## src/rtl/data_memory_dumper_if.sv

```systemverilog
// Bus bundle between data_memory_dumper and its data-memory read port / UART transmitter.
// master = dumper side, slave = memory + UART side.
interface data_memory_dumper_if #(
    parameter int ADDR_WIDTH = 11,
    parameter int RAM_WIDTH  = 16
);
    logic [ADDR_WIDTH-1:0] mem_addr;
    logic                  mem_write;
    logic [RAM_WIDTH-1:0]  mem_rdata;
    logic                  tx_start;
    logic [7:0]            tx_data;
    logic                  tx_done;

    modport master (
        output mem_addr, mem_write, tx_start, tx_data,
        input  mem_rdata, tx_done
    );

    modport slave (
        input  mem_addr, mem_write, tx_start, tx_data,
        output mem_rdata, tx_done
    );
endinterface

```

## src/rtl/data_memory_dumper.sv

```systemverilog
// Walks data memory 0..DUMP_DEPTH-1 and sends each word over UART, high byte first.
// Optional trailing XOR checksum byte when DUMP_CHECKSUM_EN is defined.
module data_memory_dumper #(
    parameter int RAM_WIDTH  = 16,
    parameter int ADDR_WIDTH = 11,
    parameter int DUMP_DEPTH = 2048
) (
    input  logic                        clk,
    input  logic                        rst_n,
    input  logic                        start,
    data_memory_dumper_if.master        bus,
    output logic                        busy,
    output logic                        done
);
    localparam logic [ADDR_WIDTH-1:0] LAST_IDX = ADDR_WIDTH'(DUMP_DEPTH - 1);

    typedef enum logic [3:0] {
        S_IDLE,
        S_SET_ADDR,
        S_LATCH,
        S_SEND_HI,
        S_WAIT_HI,
        S_SEND_LO,
        S_WAIT_LO,
`ifdef DUMP_CHECKSUM_EN
        S_CK_SEND,
        S_CK_WAIT,
`endif
        S_FINISH
    } state_t;

    state_t                r_state;
    state_t                w_next;
    logic [ADDR_WIDTH-1:0] r_idx;
    logic [RAM_WIDTH-1:0]  r_word;
    logic [7:0]            r_tx_data;
    logic                  w_tx_start;
    logic                  w_last;
`ifdef DUMP_CHECKSUM_EN
    logic [7:0]            r_cksum;
`endif

    assign w_last = (r_idx == LAST_IDX);

    always_ff @(posedge clk or negedge rst_n) begin
        if (!rst_n) r_state <= S_IDLE;
        else        r_state <= w_next;
    end

    always_comb begin
        w_next     = r_state;
        w_tx_start = 1'b0;
        case (r_state)
            S_IDLE:     if (start) w_next = S_SET_ADDR;
            S_SET_ADDR: w_next = S_LATCH;
            S_LATCH:    w_next = S_SEND_HI;
            S_SEND_HI: begin
                w_tx_start = 1'b1;
                w_next     = S_WAIT_HI;
            end
            S_WAIT_HI:  if (bus.tx_done) w_next = S_SEND_LO;
            S_SEND_LO: begin
                w_tx_start = 1'b1;
                w_next     = S_WAIT_LO;
            end
            S_WAIT_LO: begin
                if (bus.tx_done) begin
`ifdef DUMP_CHECKSUM_EN
                    w_next = w_last ? S_CK_SEND : S_SET_ADDR;
`else
                    w_next = w_last ? S_FINISH : S_SET_ADDR;
`endif
                end
            end
`ifdef DUMP_CHECKSUM_EN
            S_CK_SEND: begin
                w_tx_start = 1'b1;
                w_next     = S_CK_WAIT;
            end
            S_CK_WAIT:  if (bus.tx_done) w_next = S_FINISH;
`endif
            S_FINISH:   w_next = S_IDLE;
            default:    w_next = S_IDLE;
        endcase
    end

    // tx_data is loaded one edge ahead of each SEND state so it is stable through the wait
    always_ff @(posedge clk or negedge rst_n) begin
        if (!rst_n) begin
            r_idx     <= '0;
            r_word    <= '0;
            r_tx_data <= '0;
`ifdef DUMP_CHECKSUM_EN
            r_cksum   <= '0;
`endif
        end else begin
            case (r_state)
                S_IDLE: begin
                    if (start) begin
                        r_idx   <= '0;
`ifdef DUMP_CHECKSUM_EN
                        r_cksum <= '0;
`endif
                    end
                end
                S_LATCH: begin
                    r_word    <= bus.mem_rdata;
                    r_tx_data <= bus.mem_rdata[15:8];
                end
                S_WAIT_HI: if (bus.tx_done) r_tx_data <= r_word[7:0];
                S_WAIT_LO: begin
                    if (bus.tx_done) begin
                        if (!w_last) r_idx <= r_idx + 1'b1;
`ifdef DUMP_CHECKSUM_EN
                        else         r_tx_data <= r_cksum;
`endif
                    end
                end
`ifdef DUMP_CHECKSUM_EN
                S_SEND_HI, S_SEND_LO: r_cksum <= r_cksum ^ r_tx_data;
`endif
                default: ;
            endcase
        end
    end

    assign bus.mem_addr  = r_idx;
    assign bus.mem_write = 1'b0;
    assign bus.tx_start  = w_tx_start;
    assign bus.tx_data   = r_tx_data;
    assign busy          = (r_state != S_IDLE);
    assign done          = (r_state == S_FINISH);
endmodule

```

## src/flat_wrapper.sv

```systemverilog
// flat-port wrapper written by rule: the top's interface ports become plain ports
module data_memory_dumper_flat 
#(
    parameter int RAM_WIDTH  = 16,
    parameter int ADDR_WIDTH = 11,
    parameter int DUMP_DEPTH = 2048
)
  (clk, rst_n, start, busy, done, bus_mem_addr, bus_mem_write, bus_tx_start, bus_tx_data, bus_mem_rdata, bus_tx_done);
  data_memory_dumper_if #(.ADDR_WIDTH(ADDR_WIDTH), .RAM_WIDTH(RAM_WIDTH)) bus_i ();
  input  logic clk;
  input  logic rst_n;
  input  logic start;
  output logic busy;
  output logic done;
  output wire logic [$bits(bus_i.mem_addr)-1:0] bus_mem_addr;
  output wire logic [$bits(bus_i.mem_write)-1:0] bus_mem_write;
  output wire logic [$bits(bus_i.tx_start)-1:0] bus_tx_start;
  output wire logic [$bits(bus_i.tx_data)-1:0] bus_tx_data;
  input wire logic [$bits(bus_i.mem_rdata)-1:0] bus_mem_rdata;
  input wire logic [$bits(bus_i.tx_done)-1:0] bus_tx_done;
  assign bus_mem_addr = bus_i.mem_addr;
  assign bus_mem_write = bus_i.mem_write;
  assign bus_tx_start = bus_i.tx_start;
  assign bus_tx_data = bus_i.tx_data;
  assign bus_i.mem_rdata = bus_mem_rdata;
  assign bus_i.tx_done = bus_tx_done;
  data_memory_dumper #(.RAM_WIDTH(RAM_WIDTH), .ADDR_WIDTH(ADDR_WIDTH), .DUMP_DEPTH(DUMP_DEPTH)) u_core (.clk(clk), .rst_n(rst_n), .start(start), .bus(bus_i), .busy(busy), .done(done));
endmodule
```

## config.mk

```make
export PLATFORM = sky130hd
export DESIGN_NAME = data_memory_dumper_flat
export DESIGN_NICKNAME = d
export VERILOG_FILES = /design/src/rtl/data_memory_dumper_if.sv /design/src/rtl/data_memory_dumper.sv /design/src/flat_wrapper.sv
export SDC_FILE = /design/constraint.sdc
export NUM_CORES = 1
export LEC_CHECK = 0
export CORE_MARGIN = 3
export CORE_UTILIZATION = 51
export DETAILED_ROUTE_END_ITERATION = 10
export GPL_TIMING_DRIVEN = 0
export PLACE_DENSITY = 0.89
export SLEW_MARGIN = 0
export SYNTH_ARGS = -nofsm -noshare
export SYNTH_HDL_FRONTEND = slang
export SYNTH_SLANG_ARGS = --single-unit
```

## constraint.sdc

```tcl
create_clock -name clk -period 2.5 [get_ports clk]
set_input_delay 0.5 -clock clk [delete_from_list [all_inputs] [get_ports clk]]
set_output_delay 0.5 -clock clk [all_outputs]
set_load 0.02 [all_outputs]
```

# Yosys cells after proc, flatten, opt, wreduce, memory -nomap -nowiden
# Index checks and enable logic that the tools add are counted.
totals:
  regBits: 31
  in_bits: 20
  output_inout_bits: 23
  elab_cells: 37
op_classes:
  addsub: 1
  n_eq_ne: 12
  n_mux: 12
  n_reduce_logical: 8
op_table:
  columns: ["cell", "n"]
  rows:
  - ["$mux W11", 3]
  - ["$pmux W4 S7", 1]
  - ["$pmux W11 S2", 1]
  - ["$eq A4 B3 Y1 const B", 4]
  - ["$pmux W8 S2", 1]
  - ["$mux W4", 3]
  - ["$add A11 B1 Y11 const B", 1]
  - ["$eq A11 B11 Y1 const B", 1]
  - ["$eq A4 B2 Y1 const B", 2]
  - ["$mux W8", 1]
  - ["$ne A2 B2 Y1 const B", 4]
  - ["$eq A4 B1 Y1 const B", 1]
  - ["$logic_not A4 Y1", 1]
  - ["$reduce_and A4 Y1", 1]
  - ["$reduce_bool A2 Y1", 2]
  - ["$reduce_bool A4 Y1", 1]
  - ["$mux W3", 1]
  - ["$reduce_and A3 Y1", 1]
  - ["$reduce_and A2 Y1", 1]
  - ["$reduce_or A2 Y1", 1]
  - ["$mux W1", 1]

# Logic depth before layout (Yosys ltp)
# Gate-level depths: netlist of the first run.
logic_depth:
  depth_word: 4
  mapped_depth: 6
  depth_no_buf: 5

# Least setup slack after synthesis of the first run
# Ideal clock, no wire load.
synth_path:
  path_type: "reg-to-output"
  from: "reg u_core.r_state[1]"
  to: "out bus_tx_start"
  t_arrival_ns: 1.241
  t_required_ns: 2.000
  setup_slack_ns: 0.759
  stages_incl_launch_ff: 4
  n_path_buf: 1
  path_cell_list: "dfrtp_1 > buf_2 > nand2b_1 > a21boi_0"
synth_via:
  elab_chain_cells: 3
  elab_cells_between_ends: 4
  classes_between: "2 x eq/ne; 1 x mux; 1 x reduce/logical"
synth_rtl:
  columns: ["element", "line_no", "source"]
  rows:
  - ["start: declaration", "data_memory_dumper.sv:32", "state_t r_state;"]
  - ["start signal: assignment", "data_memory_dumper.sv:47", "else r_state <= w_next;"]
  - ["$eq A4 B2 Y1 / $eq A4 B3 Y1 (equally long branches)", "data_memory_dumper.sv:53", "case (r_state)"]
  - ["$reduce_or A2 Y1 (no source line) *", null, null]
  - ["$mux W1 *", "data_memory_dumper.sv:53", null]
  - ["end: declaration", "flat_wrapper.sv:17", "output wire logic [$bits(bus_i.tx_start)-1:0] bus_tx_start;"]
# Every way passes the cells marked *; elsewhere a longest branch is shown, timed or not.

# Worst setup path in the final report of the first run
layout_path:
  from: "reg u_core.r_state[0]"
  to: "out busy"
layout_via:
  elab_chain_cells: 1
layout_rtl:
  columns: ["element", "line_no", "source"]
  rows:
  - ["$reduce_bool A4 Y1", "data_memory_dumper.sv:131", "assign busy = (r_state != S_IDLE);"]
  - ["end: declaration", "flat_wrapper.sv:13", "output logic busy;"]
# Every way passes these cells.

==> summary.md, run 1 <==
| Metric | Value |
|---|---|
| Fraction of registers with async set/reset | `100%` |
| Register area | `751 um^2` |
| Worst EP arrival | `1760 ps` |
| Gr ovfl total | `0` |
| Number of fill cells | `221` |
| Initial antenna violation count | `0` |
| Max Cap Viol | `0` |
| Die area | `3800 um^2` |
| Cell area after synthesis | `1580 um^2` |
| Slowest cell delay on critical path | `580 ps` |
| RSZ-0062 raised after global routing | `false` |
| PD cells | `1060 nW/um^2` |
| Final WS setup | `243 ps` |
| CTS tree | `yes` |
| Hold Path Class | `in2async` |
| Critical-path top delay cell | `clkdlybuf4s50_1` |
| Sw frac | `40.1%` |
| Setup_tns | `0 ps` |
| Clock latency on the worst-skew pair | `330 ps` |
| Layout cell share with drive strength beyond 1 | `14.0%` |
| Switching Power | `888 uW` |
| Top FF cell, synth | `dfrtp_1` |
| Post_cts resized | `0` |
| Vias per cell | `5.75` |
| Pre-antenna DRT Iters | `4` |
| Area of the multi-input gates | `749 um^2` |
| Routability cong. | `0.816` |
| Slew @ Worst Pin | `639 ps` |
| DP HPWL | `2680 um` |
| Syn_nets | `172` |
| Leak | `0.000889 uW` |
| Number of port buffers | `41` |
| Hold Vio Cnt, Final | `0` |
| Antenna Violating Nets Remaining | `0` |
| Yosys warnings | `0` |
| Die Wd | `61.6 um` |
| Setup Crit Path Kind | `reg2out` |
| Initial Util | `55.4%` |
| Residual DRC count | `0` |
| Clock-pin slew on the worst setup and hold paths | `100 ps` |
| Critical path required time | `2000 ps` |
| Inst Count DP | `223` |
| Core area | `2850 um^2` |
| Synthesized area per cell | `10.5 um^2` |
| Met1 Usage GRT | `24.7%` |
| Combinational share of power | `49.9%` |
| Relative slew slack | `57.4%` |
| Ant diodes | `0` |
| Mapped Cells | `151` |
| Final setup fails | `0` |
| Cells along the critical path | `or3_1 -> clkdlybuf4s50_1` |
| IO Pins | `43` |
| First-pass GRT wire length | `5760 um` |
| Post-synth EDFFs | `0` |
| FP Rows | `19` |
| Status | `finished clean` |
| Seq/Total Area, Yosys | `47.5%` |
| Peak VDD IR | `0.555 mV` |
| Count of different cell masters after synthesis | `41` |
| DR iter-0 viols | `32` |
| Met2 global-route usage | `37.4%` |
| DP Worst Slack | `383 ps` |
| Nets | `220` |
| Die height | `61.6 um` |
| Via count | `1329` |
| Slew Viols, Final | `0` |
| Pwr Total | `2210 uW` |
| Worst-path fanout max | `4` |
| Area growth from synthesis to layout | `32.3%` |
| CP Launch Type | `flip-flop` |
| All-Layer GR Usage | `21.0%` |
| Hold Buf Count CTS | `0` |
| GRT busiest layer | `met2` |
| Global routing usage on met3 | `6.29%` |
| Tcrit/Tclk final | `90.3%` |
| Root buffer cell | `clkbuf_4` |
| Clk network pwr share | `13.7%` |
| Post-synthesis register bit count | `30` |
| Layout Cells excl Fill | `231` |
| H-tree depth | `2` |
| Seq pwr share | `36.4%` |
| Tmin final | `2260 ps` |
| Sink Count | `30` |
| Drt wl/cell | `15.7 um` |
| Clock Path Buffers | `2` |
| Clk_skew | `8.27 ps` |
| Num CTS Buffers | `5` |
| Final WL | `3620 um` |
| Postcts setup bufs | `0` |
| CP endpoint kind | `output pin` |
| Largest net degree at the start of global routing | `31` |
| Vias in the first global route | `1271` |
| Int Pwr | `1320 uW` |
| Fmax | `443 MHz` |
state kept, by name (all words and copies together), names as in the netlist:
register / flops
u_core.bus.mem_addr: 11
u_core.bus.tx_data: 8
u_core.r_word: 8
u_core.r_state: 3
cell usage after synthesis (2+ instances only):
cell type,instances,area [um^2]
mux2_1,8,90.1
buf_2,6,30.0
o21ai_0,2,10.0
dfrtp_1,30,751
nand2_1,14,52.6
and4_1,3,26.3
inv_1,5,18.8
a31oi_1,7,43.8
nand2b_1,8,50.1
a41oi_1,4,35.0
nand3_1,2,10.0
a31oi_2,2,25.0
buf_4,2,15.0
nor2_1,9,33.8
mux2i_1,10,100
nand4_1,2,12.5
and3_1,3,18.8
a21oi_1,11,55.1
worst paths after layout:
check / startpoint / to / slack (ps) / cells past startpoint
hold reg to reg: u_core.r_word[0]$_DFFE_PN0P_ / u_core.r_word[0]$_DFFE_PN0P_ / 500 / 1
max in group asynchronous: rst_n / u_core.bus.mem_addr[10]$_DFFE_PN0P_ / 1900 / 1
hold / removal: rst_n / u_core.bus.mem_addr[3]$_DFFE_PN0P_ / 180 / 1
setup reg to reg: u_core.r_state[0]$_DFFE_PN0P_ / u_core.r_word[7]$_DFFE_PN0P_ / 870 / 4
setup / recovery: u_core.r_state[0]$_DFFE_PN0P_ / busy / 240 / 2
min in group clk: u_core.r_word[0]$_DFFE_PN0P_ / u_core.r_word[0]$_DFFE_PN0P_ / 500 / 1
layout by cell type, fill, tap and decap left out, types with 3 or more instances in the layout:
master / Yosys / routed
clkdlybuf4s50_1: 0 / 39
inv_1: 5 / 5
and4_1: 3 / 3
buf_2: 6 / 7
a31oi_1: 7 / 7
clkbuf_4: 0 / 5
dfrtp_1: 30 / 30
nor2_1: 9 / 9
nand2_1: 14 / 14
mux2i_1: 10 / 10
a21oi_1: 11 / 11
nand2b_1: 8 / 8
mux2_1: 8 / 8
a41oi_1: 4 / 4
and3_1: 3 / 3
power groups by stage:
stage | logic [uW] | registers (uW) | clock network [uW]
floorplan | 595 | 906 | 0
global placement | 1080 | 798 | 0
detailed placement | 1120 | 817 | 0
CTS | 1120 | 807 | 315
global route | 1210 | 832 | 341
finish | 1100 | 806 | 303
per-stage QoR:
| step | util [%] | hold WS [ps] | cell area [um^2] |
|---|---|---|---|
| 2_1_floorplan | - | 204 | 1580 |
| 3_3_place_gp | 71.1 | 467 | 2030 |
| 3_5_place_dp | 71.1 | 478 | 2030 |
| 4_1_cts | 73.3 | 501 | 2090 |
| 5_1_grt | 73.2 | 216 | 2090 |
| 6_report | 73.2 | 182 | 2090 |
metal layers:
metal | up-vias | wire (um)
met3 | 6 | 238
met4 | 0 | 47
li1 | 641 | -
met2 | 38 | 1830
met1 | 644 | 1510
met5 | - | 0
worst max-delay path: cells and delay by family, from the launching register on:
family / cells / cell delay [ps]
buffers and inverters: 1 / 580
AND/OR/NAND/NOR: 1 / 450
flip-flops: 1 / 400
layout make-up:
| type | count | share of cell area (%) |
|---|---|---|
| Clock buffer | 6 | 2.46 |
| Clock inverter | 2 | 0.599 |
| Sequential cell | 30 | 35.9 |
| Multi-Input combinational cell | 106 | 35.9 |
| Tap cell | 31 | 1.86 |
| Buffer | 10 | 2.87 |
| Timing Repair Buffer | 41 | 19.5 |
| Inverter | 5 | 0.898 |
logic make-up after synthesis:
kind of cell / share of synthesized area, %
compound gates: 14.3
simple gates: 19.3
fa+ha+maj: 0.792
buf+inv: 4.99
mux: 12.8
other cells: 0.237
flops: 47.5
(Power assumes the default switching activity.)
==> inputs of run 2 (changes only) <==
Settings changed: RECOVER_POWER from default to 100.
==> run 2 against run 1 <==
  * The run now ends with capacitance limit, slew limit left
  * Sequential share of layout area grew 0.55 points
  * Worst hold slack gained 310 ps
  * Maximum frequency shrank 0.92%
  * Wire length grew 0.44%
  * Critical path depth grew 1
  * Sequential power shrank 0.5%
  * Setup slack lost 21 ps
  * Global-route usage is the same
  * Via count grew 0.30%
  * Critical path type unchanged
  * Highest routed layer unchanged
==> summary.md, run 2 (synthesis results as in run 1) <==
| Metric | Value |
|---|---|
| Sw frac | `41.0% (was 40.1%)` |
| DP Worst Slack | `383 ps (unchanged)` |
| WP depth | `3 (was 2)` |
| Ant diodes | `0 (unchanged)` |
| Initial Util | `55.4% (unchanged)` |
| IO Pins | `43 (unchanged)` |
| Leak | `0.000889 uW (about the same)` |
| Vias in the first global route | `1271 (unchanged)` |
| Core area | `2850 um^2 (unchanged)` |
| Setup_tns | `0 ps (unchanged)` |
| H-tree depth | `2 (unchanged)` |
| Final WL | `3630 um (was 3620 um)` |
| Switching Power | `875 uW (was 888 uW)` |
| Max Cap Viol | `1 (was 0)` |
| Clock latency on the worst-skew pair | `330 ps (about the same)` |
| RSZ-0062 raised after global routing | `false (unchanged)` |
| Hold Vio Cnt, Final | `0 (unchanged)` |
| CTS tree | `yes (unchanged)` |
| Seq pwr share | `37.6% (was 36.4%)` |
| Hold path cells | `1` |
| Num CTS Buffers | `5 (unchanged)` |
| Final WS setup | `222 ps (was 243 ps)` |
| Reg2reg start | `u_core.bus.mem_addr[0]$_DFFE_PN0P_ (was u_core.r_state[0]$_DFFE_PN0P_)` |
| Reg2Reg Depth | `6 (was 4)` |
| DR iter-0 viols | `36 (was 32)` |
| Die height | `61.6 um (unchanged)` |
| DP HPWL | `2680 um (unchanged)` |
| CP delay by family, top | `buffers and inverters (unchanged)` |
| Worst-path fanout max | `10 (was 4)` |
| Antenna Violating Nets Remaining | `0 (unchanged)` |
| Combinational share of power | `48.2% (was 49.9%)` |
| Max reg flops | `11 (unchanged)` |
| Area growth from synthesis to layout | `30.3% (was 32.3%)` |
| Sink Count | `30 (unchanged)` |
| Clock-pin slew on the worst setup and hold paths | `90 ps (was 100 ps)` |
| Residual DRC count | `0 (unchanged)` |
| Pre-antenna DRT Iters | `4 (unchanged)` |
| Root buffer cell | `clkbuf_4 (unchanged)` |
| Critical-path top delay cell | `dlygate4sd3_1 (was clkdlybuf4s50_1)` |
| Clock Path Buffers | `2 (unchanged)` |
| Post-route cell area | `2060 um^2 (was 2090 um^2)` |
| Slowest cell delay on critical path | `670 ps (was 580 ps)` |
| Slew @ Worst Pin | `1530 ps (was 639 ps)` |
| All-Layer GR Usage | `21.0% (unchanged)` |
| Placed cell areas | `2030 um^2 (unchanged)` |
| Routability cong. | `0.816 (unchanged)` |
| PD cells | `1040 nW/um^2 (was 1060 nW/um^2)` |
| Fmax | `439 MHz (was 443 MHz)` |
| FP Rows | `19 (unchanged)` |
| Critical path required time | `2000 ps (about the same)` |
| CP Launch Type | `flip-flop (unchanged)` |
| Drt wl/cell | `15.7 um (about the same)` |
| Largest net degree at the start of global routing | `31 (unchanged)` |
| Clk network pwr share | `14.2% (was 13.7%)` |
| Setup Crit Path Kind | `reg2out (unchanged)` |
| Hold Path Class | `reg2reg (was in2async)` |
| Cells along the critical path | `buf_2 -> and3_1 -> dlygate4sd3_1 (was or3_1 -> clkdlybuf4s50_1)` |
| Most frequent cells in the layout | `dfrtp_1 (30), dlygate4sd3_1 (22), clkdlybuf4s50_1 (17), nand2_1 (14), a21oi_1 (12) (was clkdlybuf4s50_1 (39), dfrtp_1 (30), nand2_1 (14), a21oi_1 (11), mux2i_1 (10))` |
| Vias per cell | `5.77 (was 5.75)` |
| Number of port buffers | `41 (unchanged)` |
| Peak VDD IR | `0.544 mV (was 0.555 mV)` |
| Int Pwr | `1260 uW (was 1320 uW)` |
| Commonest non-fill, non-tap cell in the layout | `dfrtp_1 (was clkdlybuf4s50_1)` |
| Die area | `3800 um^2 (unchanged)` |
| Tcrit/Tclk final | `91.1% (was 90.3%)` |
| Via count | `1333 (was 1329)` |
| Critical R2R Capture | `u_core.bus.mem_addr[4]$_DFFE_PN0P_ (was u_core.r_word[7]$_DFFE_PN0P_)` |
| Final setup fails | `0 (unchanged)` |
| Worst EP arrival | `1780 ps (was 1760 ps)` |
| CP endpoint kind | `output pin (unchanged)` |
| First-pass GRT wire length | `5760 um (unchanged)` |
| Nets | `220 (unchanged)` |
| Initial antenna violation count | `0 (unchanged)` |
| Worst setup path start | `u_core.r_state[2]$_DFFE_PN0P_ (was u_core.r_state[0]$_DFFE_PN0P_)` |
| Die Wd | `61.6 um (unchanged)` |
| Gr ovfl total | `0 (unchanged)` |
| Tmin final | `2280 ps (was 2260 ps)` |
| Slew Viols, Final | `31 (was 0)` |
| Relative slew slack | `-2.02% (was 57.4%)` |
| R2R setup slack | `540 ps (was 870 ps)` |
| Buf+Inv Stages, Crit Path | `2 (was 1)` |
| Layout cell share with drive strength beyond 1 | `11.0% (was 14.0%)` |
| Violated checks | `capacitance limit, slew limit` |
| CP Capture Point | `done (was busy)` |
| Status | `complete, but fails checks (was finished clean)` |
| Clk_skew | `9.08 ps (was 8.27 ps)` |
-- run 2: cell count changes in the layout (fill, tap and decap cells not counted), sizes merged --
cell           delta
buf               -3
clkdlybuf4s50    -22
dlymetal6s2s      -1
dlygate4sd3      +22
clkbuf            +4
-- run 2: timing repair --
item	CTS	global route
gates resized for setup	0	1
endpoints found under the setup margin	0	1
buffers inserted	0	0
hold buffers	0	0
-- run 2: worst min-delay path by stage --
| stage | start | endpoint | slack [ps] |
|---|---|---|---|
| finish | u_core.r_word[0]$_DFFE_PN0P_ | u_core.r_word[0]$_DFFE_PN0P_ | 500 |
| global route | u_core.r_word[0]$_DFFE_PN0P_ | u_core.r_word[0]$_DFFE_PN0P_ | 510 |
| CTS | u_core.r_word[5]$_DFFE_PN0P_ | u_core.r_word[5]$_DFFE_PN0P_ | 500 |
| detailed placement | u_core.r_word[5]$_DFFE_PN0P_ | u_core.r_word[5]$_DFFE_PN0P_ | 480 |
| global placement | u_core.r_word[5]$_DFFE_PN0P_ | u_core.r_word[5]$_DFFE_PN0P_ | 470 |
| floorplan | rst_n | u_core.bus.mem_addr[0]$_DFFE_PN0P_ | 200 |
-- run 2: power groups by stage --
stage / clock network (uW) / registers, uW / logic, uW
6_report: 303 / 802 / 1030
5_1_grt: 341 / 828 / 1130
4_1_cts: 315 / 807 / 1120
3_5_place_dp: 0 / 817 / 1120
3_3_place_gp: 0 / 798 / 1080
2_1_floorplan: 0 / 906 / 595
-- run 2: worst reg2reg max path: stages (launching register included) --
cell and delay [ps]:
dfrtp_1 430, ha_1 240, and2_2 250, nand4_4 130, and2_2 160, clkbuf_1 410
a31oi_1 180
-- run 2: cell type report --
| class | count | area (um^2) |
|---|---|---|
| buffer | 10 | 51.3 |
| tap | 31 | 38.8 |
| timing repair buffer | 41 | 398 |
| sequential | 30 | 751 |
| inverter | 5 | 18.8 |
| clock buffer | 6 | 51.3 |
| fill | 229 | 795 |
| multi-input combinational | 106 | 737 |
| clock inverter | 2 | 12.5 |
-- run 2: per-layer routing --
metal,track usage (%),wire length (um),up-vias
met2,37.4,1830,48
li1,-,-,641
met3,6.29,268,6
met1,24.7,1490,638
met4,5.45,46,0
met5,0,0,-
-- run 2: stage by stage --
stage,power (uW),instances,util (%),hold slack (ps)
floorplan,1500,151,-,204
global placement,1870,223,71.1,467
detailed placement,1940,223,71.1,478
CTS,2240,231,73.3,501
global route,2300,231,72.1,511
finish,2130,231,72.1,497
